==> src/rtl/rx_fifo_scheduler_pkg.sv <==
// Shared definitions for the RX FIFO scheduler: mode codes, FSM states and
// channel identifiers used by the top and the word serializer.
package rx_fifo_scheduler_pkg;

  localparam int WORD_W = 32;
  localparam int BYTE_W = 8;

  typedef enum logic [1:0] {
    MODE_09   = 2'b00,
    MODE_24   = 2'b01,
    MODE_RR   = 2'b10,
    MODE_HALT = 2'b11
  } mode_e;

  typedef enum logic [2:0] {
    ST_IDLE  = 3'd0,
    ST_ARB   = 3'd1,
    ST_PULL  = 3'd2,
    ST_LATCH = 3'd3,
    ST_SEND  = 3'd4
  } state_e;

  localparam logic CH_09 = 1'b0;
  localparam logic CH_24 = 1'b1;

endpackage

==> src/rtl/rx_fifo_scheduler_word_serializer.sv <==
// 32->8 shift register: emits a loaded word MSB byte first over valid/ready,
// flags the final byte and pulses o_done when that byte is accepted.
module rx_fifo_scheduler_word_serializer
  import rx_fifo_scheduler_pkg::*;
(
  input  logic              i_sys_clk,
  input  logic              i_reset,
  input  logic              i_load,
  input  logic [WORD_W-1:0] i_word,
  input  logic              i_chan,
  input  logic              i_ready,
  output logic [BYTE_W-1:0] o_data,
  output logic              o_valid,
  output logic              o_chan,
  output logic              o_last,
  output logic              o_done
);

  logic [WORD_W-1:0] r_shift;
  logic [1:0]        r_idx;
  logic              r_valid;
  logic              r_chan;
  logic              w_xfer;

  assign w_xfer = r_valid & i_ready;

  // NOTE: sequential state uses non-blocking assignments so every register
  // samples pre-edge values regardless of statement order.
  always_ff @(posedge i_sys_clk) begin
    if (i_reset) begin
      r_shift <= '0;
      r_idx   <= 2'd0;
      r_valid <= 1'b0;
      r_chan  <= CH_09;
    end else if (i_load) begin
      r_shift <= i_word;
      r_idx   <= 2'd0;
      r_valid <= 1'b1;
      r_chan  <= i_chan;
    end else if (w_xfer) begin
      r_shift <= {r_shift[WORD_W-BYTE_W-1:0], {BYTE_W{1'b0}}};
      r_idx   <= r_idx + 2'd1;
      if (r_idx == 2'd3) begin
        r_valid <= 1'b0;
      end
    end
  end

  assign o_data  = r_shift[WORD_W-1 -: BYTE_W];
  assign o_valid = r_valid;
  assign o_chan  = r_chan;
  assign o_last  = r_valid & (r_idx == 2'd3);
  assign o_done  = w_xfer & (r_idx == 2'd3);

endmodule

==> src/rtl/rx_fifo_scheduler.sv <==
// Arbitrates the 0.9 GHz and 2.4 GHz RX FIFOs onto one byte stream for smi_ctrl,
// one 32-bit word per grant, and counts FIFO-full cycles per channel.
module rx_fifo_scheduler
  import rx_fifo_scheduler_pkg::*;
#(
  parameter int BURST_WORDS = 4,
  parameter int CNT_W       = 16
) (
  input  logic              i_sys_clk,
  input  logic              i_reset,
  input  logic              i_enable,
  input  logic [1:0]        i_mode,
  input  logic              i_cnt_clear,
  input  logic              i_fifo_09_empty,
  input  logic              i_fifo_09_full,
  input  logic [31:0]       i_fifo_09_data,
  output logic              o_fifo_09_pull,
  input  logic              i_fifo_24_empty,
  input  logic              i_fifo_24_full,
  input  logic [31:0]       i_fifo_24_data,
  output logic              o_fifo_24_pull,
  output logic [7:0]        o_byte_data,
  output logic              o_byte_valid,
  input  logic              i_byte_ready,
  output logic              o_byte_chan,
  output logic              o_byte_last,
  output logic              o_busy,
  output logic [CNT_W-1:0]  o_overrun_09,
  output logic [CNT_W-1:0]  o_overrun_24
);

  localparam int BW = $clog2(BURST_WORDS + 1);
  localparam logic [BW-1:0] BURST_MAX = BW'(BURST_WORDS);

  state_e            r_state;
  state_e            w_next;
  logic              r_grant;
  logic [BW-1:0]     r_burst;
  logic [CNT_W-1:0]  r_ovr_09;
  logic [CNT_W-1:0]  r_ovr_24;

  mode_e             w_mode;
  logic              w_req_09;
  logic              w_req_24;
  logic              w_any_req;
  logic              w_req_last;
  logic              w_req_other;
  logic              w_pick;
  logic [BW-1:0]     w_pick_burst;
  logic              w_pick_ok;
  logic              w_load;
  logic              w_done;
  logic [WORD_W-1:0] w_word;

  assign w_mode    = mode_e'(i_mode);
  assign w_req_09  = i_enable & ((w_mode == MODE_09) | (w_mode == MODE_RR)) & ~i_fifo_09_empty;
  assign w_req_24  = i_enable & ((w_mode == MODE_24) | (w_mode == MODE_RR)) & ~i_fifo_24_empty;
  assign w_any_req = w_req_09 | w_req_24;

  assign w_req_last  = (r_grant == CH_09) ? w_req_09 : w_req_24;
  assign w_req_other = (r_grant == CH_09) ? w_req_24 : w_req_09;

  // A zero burst means no word has been granted in round-robin since reset or
  // a fixed-mode grant, so the grant hands over to the other channel first.
  // NOTE: every combinational output gets a default before the case so no
  // path leaves it unassigned and infers a latch.
  always_comb begin
    w_pick       = r_grant;
    w_pick_burst = r_burst;
    w_pick_ok    = 1'b0;
    case (w_mode)
      MODE_09: begin
        w_pick       = CH_09;
        w_pick_burst = '0;
        w_pick_ok    = w_req_09;
      end
      MODE_24: begin
        w_pick       = CH_24;
        w_pick_burst = '0;
        w_pick_ok    = w_req_24;
      end
      MODE_RR: begin
        if (w_req_last && (r_burst != '0) && (r_burst < BURST_MAX)) begin
          w_pick_ok = 1'b1;
        end else if (w_req_other) begin
          w_pick       = ~r_grant;
          w_pick_burst = '0;
          w_pick_ok    = 1'b1;
        end else begin
          w_pick_burst = '0;
          w_pick_ok    = w_req_last;
        end
      end
      default: w_pick_ok = 1'b0;
    endcase
  end

  always_comb begin
    w_next = r_state;
    case (r_state)
      ST_IDLE:  if (w_any_req) w_next = ST_ARB;
      ST_ARB:   w_next = w_pick_ok ? ST_PULL : ST_IDLE;
      ST_PULL:  w_next = ST_LATCH;
      ST_LATCH: w_next = ST_SEND;
      ST_SEND:  if (w_done) w_next = w_any_req ? ST_ARB : ST_IDLE;
      default:  w_next = ST_IDLE;
    endcase
  end

  always_ff @(posedge i_sys_clk) begin
    if (i_reset) begin
      r_state <= ST_IDLE;
      r_grant <= CH_24;
      r_burst <= '0;
    end else begin
      r_state <= w_next;
      if (r_state == ST_ARB && w_pick_ok) begin
        r_grant <= w_pick;
        r_burst <= w_pick_burst;
      end else if (r_state == ST_LATCH) begin
        r_burst <= r_burst + BW'(1);
      end
    end
  end

  // Clear wins over increment; counts saturate at all-ones.
  always_ff @(posedge i_sys_clk) begin
    if (i_reset || i_cnt_clear) begin
      r_ovr_09 <= '0;
      r_ovr_24 <= '0;
    end else begin
      if (i_fifo_09_full && !(&r_ovr_09)) r_ovr_09 <= r_ovr_09 + CNT_W'(1);
      if (i_fifo_24_full && !(&r_ovr_24)) r_ovr_24 <= r_ovr_24 + CNT_W'(1);
    end
  end

  assign o_fifo_09_pull = (r_state == ST_PULL) & (r_grant == CH_09) & ~i_reset;
  assign o_fifo_24_pull = (r_state == ST_PULL) & (r_grant == CH_24) & ~i_reset;

  assign w_load = (r_state == ST_LATCH);
  assign w_word = (r_grant == CH_24) ? i_fifo_24_data : i_fifo_09_data;

  rx_fifo_scheduler_word_serializer u_ser (
    .i_sys_clk (i_sys_clk),
    .i_reset   (i_reset),
    .i_load    (w_load),
    .i_word    (w_word),
    .i_chan    (r_grant),
    .i_ready   (i_byte_ready),
    .o_data    (o_byte_data),
    .o_valid   (o_byte_valid),
    .o_chan    (o_byte_chan),
    .o_last    (o_byte_last),
    .o_done    (w_done)
  );

  assign o_busy       = (r_state != ST_IDLE);
  assign o_overrun_09 = r_ovr_09;
  assign o_overrun_24 = r_ovr_24;

endmodule

==> config.mk <==
export PLATFORM = sky130hd
export DESIGN_NAME = rx_fifo_scheduler
export DESIGN_NICKNAME = d
export VERILOG_FILES = /design/src/rtl/rx_fifo_scheduler_pkg.sv /design/src/rtl/rx_fifo_scheduler_word_serializer.sv /design/src/rtl/rx_fifo_scheduler.sv
export SDC_FILE = /design/constraint.sdc
export NUM_CORES = 1
export LEC_CHECK = 0
export CORE_ASPECT_RATIO = 1.25
export CORE_UTILIZATION = 39
export DETAILED_ROUTE_END_ITERATION = 12
export PLACE_DENSITY = 0.68
export SLEW_MARGIN = 5
export SYNTH_ARGS = -nofsm -noshare
export SYNTH_HDL_FRONTEND = slang
export SYNTH_SLANG_ARGS = --single-unit
==> constraint.sdc <==
create_clock -name i_sys_clk -period 2.9 [get_ports i_sys_clk]
set_input_delay 0.435 -clock i_sys_clk [delete_from_list [all_inputs] [get_ports i_sys_clk]]
set_output_delay 0.435 -clock i_sys_clk [all_outputs]
set_load 0.01 [all_outputs]
After elaboration in Yosys (flattened, before gate mapping)
Cells that the tools add are included.

Register bits: 75. Input bits: 75. Logic and storage cells: 92.

Add/sub/neg operators: 4. $lt $le $gt $ge: 1. Equality and inequality tests: 13. Mux-type cells: 23. Bitwise logic cells: 18. Reduce and logical (&&, ||, !) cells: 24.

Operators with widths (number): 32-bit two-way mux (3); 16-bit by 1-bit adder with 16-bit output, second input constant (2); 16-bit AND reduction (2); 3-bit two-way mux (5); 3-bit case mux with 5 select lines (1); 1-bit AND (11); 1-bit two-way mux (10); 3-bit nonzero test (3); 3-bit by 2-bit equality test with 1-bit output, second input constant (2); 2-bit inequality test, second input constant (3); 3-bit inequality test, second input constant (2); 1-bit case mux with 3 select lines (2); 3-bit case mux with 2 select lines (1); 2-bit nonzero test (3); 1-bit logical AND (5); 2-bit equality test, second input constant (2); 1-bit inverter (4); 2-bit AND reduction (2); 4-bit AND reduction (1); 2-bit OR reduction (2); 3-bit by 1-bit adder with 3-bit output, second input constant (1); 3-bit by 1-bit equality test with 1-bit output, second input constant (1); 3-bit equality test, second input constant (1); 3-bit zero test (1); 10 further kinds (13).

Logic depth before layout (Yosys ltp)
Gate-level depths: netlist (run 1).

Depth after elaboration: 12. Mapped depth: 7. Gate-level depth less buffers: 7.

Modules after synthesis
From an unflattened synthesis (run 1), not the netlist that was laid out.

Cells, all modules: 478. Area, all modules: 4400.5 µm².

By module, submodules not included: rx_fifo_scheduler (times used 1, cells an instance 280, area each 2451.1 µm², sequential area each 780.7 µm²); rx_fifo_scheduler_word_serializer (times used 1, cells an instance 198, area each 1949.4 µm², sequential area each 720.7 µm²).

Worst setup path before layout (run 1)
No wires, ideal clock.

Kind: input port to flip-flop. From: input i_mode[0]. To: register r_grant. Arrival time: 1.831 ns. Required time: 2.828 ns. Path slack: 0.997 ns. Cell stages on the path: 7. Cells stage by stage: inv_1 -> ha_1 -> nor2b_1 -> a22o_1 -> o21ai_1 -> a2111oi_0 -> mux2i_1.

Word-level cells in the longest chain between the ends: 11.

Ends and longest elaborated chain: from (decl) (line rx_fifo_scheduler.sv:12) `input logic [1:0] i_mode,`; 2-bit equality test, or another cell as far along (line rx_fifo_scheduler.sv:56, rx_fifo_scheduler.sv:57, rx_fifo_scheduler.sv:71); 1-bit OR (on tied branches) (line rx_fifo_scheduler.sv:56, rx_fifo_scheduler.sv:57); 1-bit AND (on tied branches) (2 in a row) (line rx_fifo_scheduler.sv:56, rx_fifo_scheduler.sv:57); 1-bit two-way mux (line rx_fifo_scheduler.sv:60) `assign w_req_last = (r_grant == CH_09) ? w_req_09 : w_req_24;`; 1-bit logical AND (2 in a row) (line rx_fifo_scheduler.sv:83) `if (w_req_last && (r_burst != '0) && (r_burst < BURST_MAX)) begin`; 1-bit two-way mux (line rx_fifo_scheduler.sv:83); 1-bit case mux with 3 select lines (line rx_fifo_scheduler.sv:71) `case (w_mode)`; 1-bit logical AND (line rx_fifo_scheduler.sv:117) `if (r_state == ST_ARB && w_pick_ok) begin`; 4-bit AND reduction (no line); to (signal assigned) (line rx_fifo_scheduler.sv:118) `r_grant <= w_pick;`; to (decl) (line rx_fifo_scheduler.sv:37) `logic r_grant;`.

Parallel ways exist; a longest one is shown, timed or not. A chain may end at the register's enable or synchronous reset.

Final worst setup path (run 1)
Same ends and word-level chain as after synthesis.

==> results of run 1 <==
## cells in the final DEF (no fill, tap or decap), types with 16 or more instances in the layout
| cell | synthesis | routed |
|---|---|---|
| clkdlybuf4s50_1 | 0 | 119 |
| dfxtp_1 | 75 | 74 |
| nor2_1 | 54 | 54 |
| nand2_1 | 47 | 47 |
| nand3_1 | 35 | 35 |
| nor2b_1 | 26 | 26 |
| a211oi_1 | 26 | 26 |
| a311oi_1 | 24 | 24 |
| a21oi_1 | 16 | 16 |
| mux2i_1 | 16 | 16 |
## metrics by stage
stage               worst slack (ns)  cell area [um2]
floorplan                      0.997             4000
global placement               0.301             5200
detailed placement             0.171             5200
CTS                            0.509             5460
global route                   0.271             5460
finish                         0.495             5460
## routing by layer
metal | GRT usage (%) | up-vias
met3 | 3.51 | 12
met1 | 23.2 | 1784
met2 | 35.2 | 123
met5 | 0 | -
met4 | 8.33 | 0
li1 | - | 1939
## final timing paths
path / startpoint / end / slack, ns / cells after the start
setup / recovery: i_mode[0] / r_grant / 0.50 / 8
setup reg to reg: r_state[2] / u_ser.r_shift[15] / 0.87 / 4
hold reg to reg: u_ser.o_chan / u_ser.o_chan / 0.46 / 2
hold / removal: u_ser.o_chan / u_ser.o_chan / 0.46 / 2
## critical path, delay by kind of cell
family	cells	cell delay [ns]
AO/OA/AOI/OAI	3	0.91
adder cells (fa/ha/maj)	1	0.33
buffers and inverters	2	0.62
multiplexers	1	0.24
AND/OR/NAND/NOR	1	0.11
## registers in the layout, summed over array words and instances (netlist names)
| signal | count |
|---|---|
| u_ser.o_chan | 1 |
| r_burst | 3 |
| r_grant | 1 |
| o_overrun_09 | 16 |
| u_ser.r_idx | 2 |
| u_ser.o_valid | 1 |
| o_overrun_24 | 16 |
| r_state | 3 |
| u_ser.r_shift | 32 |
## final cells by class
| type | count | share of cell area [%] |
|---|---|---|
| multi-input cells | 360 | 41.5 |
| clock buffers | 13 | 4.40 |
| well taps | 126 | 2.89 |
| repair buffers | 127 | 22.9 |
| clock inverters | 3 | 0.275 |
| inverters | 8 | 0.550 |
| flip-flops and latches | 75 | 27.5 |
## power by group
group          switching [W]  total, W  internal [W]
combinational      0.0000661  0.000183      0.000117
sequential        0.00000467   0.00104       0.00103
clock               0.000399  0.000974      0.000575
## cell families (layout without fill, tap and decap cells)
| logic type | after synthesis | count (layout) | share of synthesized area [%] |
|---|---|---|---|
| multiplexers | 16 | 16 | 4.00 |
| buffers and inverters | 52 | 151 | 5.88 |
| AO/OA/AOI/OAI | 95 | 95 | 17.5 |
| AND/OR/NAND/NOR | 221 | 221 | 28.0 |
| adder cells (fa/ha/maj) | 10 | 10 | 3.13 |
| flip-flops | 75 | 75 | 37.5 |
| XOR/XNOR | 18 | 18 | 3.94 |
==> impl_metrics.yaml, run 1 <==
synth:
  yosysWarnings: 0
  netlist_instances: 487
  netlist_area_um2: 4000
  synthTopCellsByCount: "75 x dfxtp_1, 54 x nor2_1, 47 x nand2_1"
  synth_edf_count: 0
  async_flop_share_pct: 0
  synth_top_area_share_pct: 37.5
  synth.avg_cell_area_um2: 8.21
  ys_seq_area_share_pct: 37.5
  yosys.area.top_type: "dfxtp_1"
  synth.lib_cells_used.distinct: 51
  synth-main-ff-cell: "dfxtp_1"
  yosysMostFrequentCell: "dfxtp_1"
  ys_ff_latch: 75
  syn_nets: 572
  yosys-top-cells-area: "dfxtp_1 38%, a311oi_1 5.3%, nor2_1 5.1%, a211oi_1 4.9%, nand2_1 4.4%"
clock_network:
  post_cts.repair.setup_buffers: 0
  clockBufferDepth: 2
  cts_root_buffer: "clkbuf_16"
  path_clk_slew_ns: 0.06
  cts_resized: 0
  cts_hold_buf: 0
  clock_latency_ns: 0.33
  htreeDepth: 3
  cts_buffers: 9
  cts_sinks: 75
  cts_tree: "done"
grt:
  grt_pass1_vias: 3630
  grt_max_degree: 59
  antenna_found_initial: 0
  grt_pass1_wl_um: 16900
  gr-usage-all-layers_pct: 19.7
  overflow: 0
critical_path:
  cp.required_ns: 3.15
  slowest_stage: "clkdlybuf4s50_1"
  end_kind: "flip-flop"
  critical_path_class: "primary input to flip-flop"
  critPathMaxStageDelay_ns: 0.54
  worstPathArrival_ns: 2.66
  crit_fanout: 4
  cp-start-kind: "primary input"
  crit_chain: "clkdlybuf4s50_1 > inv_1 > ha_1 > nand2b_1 > a21boi_0 > o21ai_1 > a2111oi_0 > mux2i_1"
placement:
  globalplace.congestion: 0.863
  io_buffers: 120
  dp_cells: 696
  hpwl_um: 7460
layout:
  fin_util_pct: 55.6
  final_cells: 712
  drive_above_1_share_pct: 5.12
  insertedDiodeCount: 0
  area_growth_pct: 36.5
  register_area_um2: 1500
  multi_input_comb_area_um2: 2260
  fillers: 937
  layout.nets: 666
min_path:
  hold_path_class: "flip-flop to flip-flop"
sta:
  skew_ns: 0.00454
  min_period_ns: 2.40
  final-setup-viol-count: 0
  rsz0062_at_grt: "no"
  tightestPinTransition_ns: 0.950
  finalHoldViolations: 0
  slew_headroom_pct: 36.7
  fmax_ghz: 0.416
  finalSetupTns_ns: 0
  maxSlewViolCount: 0
  hold_ws_ns: 0.461
  fin_crit_sh_pct: 82.9
floorplanning:
  initial_utilization_pct: 40.8
  die_x_um: 92.6
  die-area_um2: 10700
  boundaryPins: 121
  core_um2: 9810
  rows: 40
  die_h_um: 115
status:
  status: "complete, no violations"
drt:
  m1WireLength_um: 4420
  wl_met3_um: 497
  highest_layer: "met4"
  via_per_inst: 5.42
  first_pass_iters: 4
  wl_per_cell_um: 14.5
  dr_wl_met2_um: 5220
  drtIter0Drc: 150
  vias: 3858
  drc: 0
  ant_nets: 0
  postRouteWirelength_um: 10300
power:
  p_leak_nw: 1.82
  ir_drop_mv: 0.263
  power_w: 0.00220
  p_per_area_nw_per_um2: 403
flow_run:
  cap_violations: 0
Power figures use the tool's default switching activity.
==> run 2, diff against run 1 <==
Settings changed: PLACE_DENSITY 0.68 to 0.71.
Clock period 2.9 ns to 2.2 ns, I/O delays scaled along.
==> run 2 against run 1 <==
Net effect: routed wire length fell by 1.9%; setup slack got worse by 0.32 ns; via count rose by 1.3%; sequential share of layout area fell by 0.73 points; die area did not move; cell count rose by 0.98%; sequential power rose by 32%; critical path depth fell by 5; total power rose by 44%; critical path type is now flip-flop to primary output; clock skew rose by 0.0029 ns; global-route usage fell by 0.74 points.
==> impl_metrics.yaml, run 2 (same netlist as run 1, synthesis figures left out) <==
flow_run:
  cap_violations: 0
sta:
  fin_crit_sh_pct: 92.1
  final-setup-viol-count: 0
  maxSlewViolCount: 0
  skew_ns: 0.00740
  slew_headroom_pct: 59.6
  tightestPinTransition_ns: 0.605
  min_period_ns: 2.03
  finalSetupTns_ns: 0
  fmax_ghz: 0.493
  rsz0062_at_grt: "no"
  fin_ws_ns: 0.173
  finalHoldViolations: 0
critical_path:
  cp.required_ns: 1.87
  worstPathArrival_ns: 1.70
  crit_fanout: 7
  reg2reg_depth: 6
  end_kind: "primary output"
  r2r_end: "o_overrun_09[1]"
  r2r_setup_slack_ns: 0.23
  critical_path_class: "flip-flop to primary output"
  regToRegStartpoint: "o_overrun_09[0]"
  crit_chain: "nand2b_1 > nor4_1 > clkdlybuf4s50_1"
  slowest_stage: "clkdlybuf4s50_1"
  critPathMaxStageDelay_ns: 0.59
  cp-start-kind: "flip-flop"
power:
  p_comb_share_pct: 7.8
  p_leak_nw: 1.90
  p_clk_share_pct: 48.9
  sw_frac_of_total_pct: 20.5
  seqPwrFrac_pct: 43.2
  power_switching_w: 0.000650
  p_per_area_nw_per_um2: 565
  ir_drop_mv: 0.387
  power.internal_w: 0.00252
layout:
  insertedDiodeCount: 0
  layout.nets: 673
  mostFrequentLayoutCells: "118 x clkdlybuf4s50_1, 74 x dfxtp_1, 54 x nor2_1"
  area_growth_pct: 40.1
  regMostFlops: "u_ser.r_shift"
  largest_reg_flops: 32
  layout_commonest_cell: "clkdlybuf4s50_1"
  final_cells: 719
  drive_above_1_share_pct: 7.25
  fillers: 902
clock_network:
  clock_latency_ns: 0.33
  cts_root_buffer: "clkbuf_16"
  post_cts.repair.setup_buffers: 0
  cts_tree: "done"
  htreeDepth: 3
  path_clk_slew_ns: 0.06
  clockBufferDepth: 2
  cts_sinks: 75
  cts_buffers: 9
status:
  status: "complete, no violations"
floorplanning:
  boundaryPins: 121
  initial_utilization_pct: 40.8
  core_um2: 9810
  die_x_um: 92.6
  die-area_um2: 10700
  die_h_um: 115
  rows: 40
drt:
  postRouteWirelength_um: 10100
  vias: 3908
  drtIter0Drc: 152
  via_per_inst: 5.44
  drc: 0
  ant_nets: 0
  first_pass_iters: 5
  wl_per_cell_um: 14.1
grt:
  grt_max_degree: 69
  grt_pass1_wl_um: 16600
  gr-usage-all-layers_pct: 19.0
  overflow: 0
  grt_pass1_vias: 3704
  antenna_found_initial: 0
placement:
  dp_worst_setup_slack_ns: -0.467
  hpwl_um: 7280
  globalplace.congestion: 0.892
  dp_cells: 703
  io_buffers: 120
min_path:
  whs_path_depth: 2
  hold_path_class: "flip-flop to flip-flop"
  hp-start: "u_ser.o_chan"
  min_to: "u_ser.o_chan"
## run 2: what timing repair did
action	CTS	global route
pin swaps	0	1
gates resized for setup	2	4
setup endpoints to repair	1	2
hold buffers	0	0
gates cloned	0	0
## run 2: metrics by stage
| step | cell area [um2] | total power [W] | hold WS (ns) | utilization (%) |
|---|---|---|---|---|
| 6_report | 5600 | 0.00317 | 0.461 | 57.1 |
| 5_1_grt | 5600 | 0.00328 | 0.483 | 57.1 |
| 4_1_cts | 5590 | 0.00320 | 0.469 | 57.0 |
| 3_5_place_dp | 5270 | 0.00165 | 0.461 | 53.7 |
| 3_3_place_gp | 5270 | 0.00164 | 0.453 | 53.7 |
| 2_1_floorplan | 4000 | 0.00148 | 0.464 | - |
## run 2: per-layer routing
| metal | share of wire (%) | global-route usage [%] |
|---|---|---|
| met5 | 0 | 0 |
| met4 | 0.91 | 5.63 |
| met3 | 5.2 | 3.70 |
| met2 | 50 | 34.2 |
| met1 | 44 | 22.8 |
## run 2: worst max-delay path: cells and delay by family (launching register included)
kind                   cells  cell delay, ns
buffers and inverters      1            0.59
flip-flops                 1            0.44
AND/OR/NAND/NOR            2            0.34
## run 2: how the worst max path moves through the flow
stage,startpoint,to,slack [ns]
finish,r_state[1],o_fifo_24_pull,0.17
detailed placement,i_mode[0],r_grant,-0.47
global route,i_mode[1],r_grant,0.01
floorplan,o_overrun_09[0],o_overrun_09[1],0.38
CTS,i_mode[0],r_grant,0.05
global placement,i_mode[0],r_grant,-0.24
## run 2: power by group through the flow
stage / Combinational, W / Clock (W) / Sequential, W
global route: 0.000268 / 0.00164 / 0.00137
finish: 0.000248 / 0.00155 / 0.00137
global placement: 0.000241 / 0 / 0.00140
CTS: 0.000247 / 0.00158 / 0.00137
detailed placement: 0.000246 / 0 / 0.00140
floorplan: 0.0000793 / 0 / 0.00140
## run 2: area by class of cell
class	count	area [um2]	area share, %
well taps	126	158	2.81
inverters	8	30.0	0.536
multi-input cells	360	2280	40.7
flip-flops and latches	75	1500	26.8
repair buffers	134	1320	23.5
clock inverters	6	90.1	1.61
clock buffers	10	229	4.09
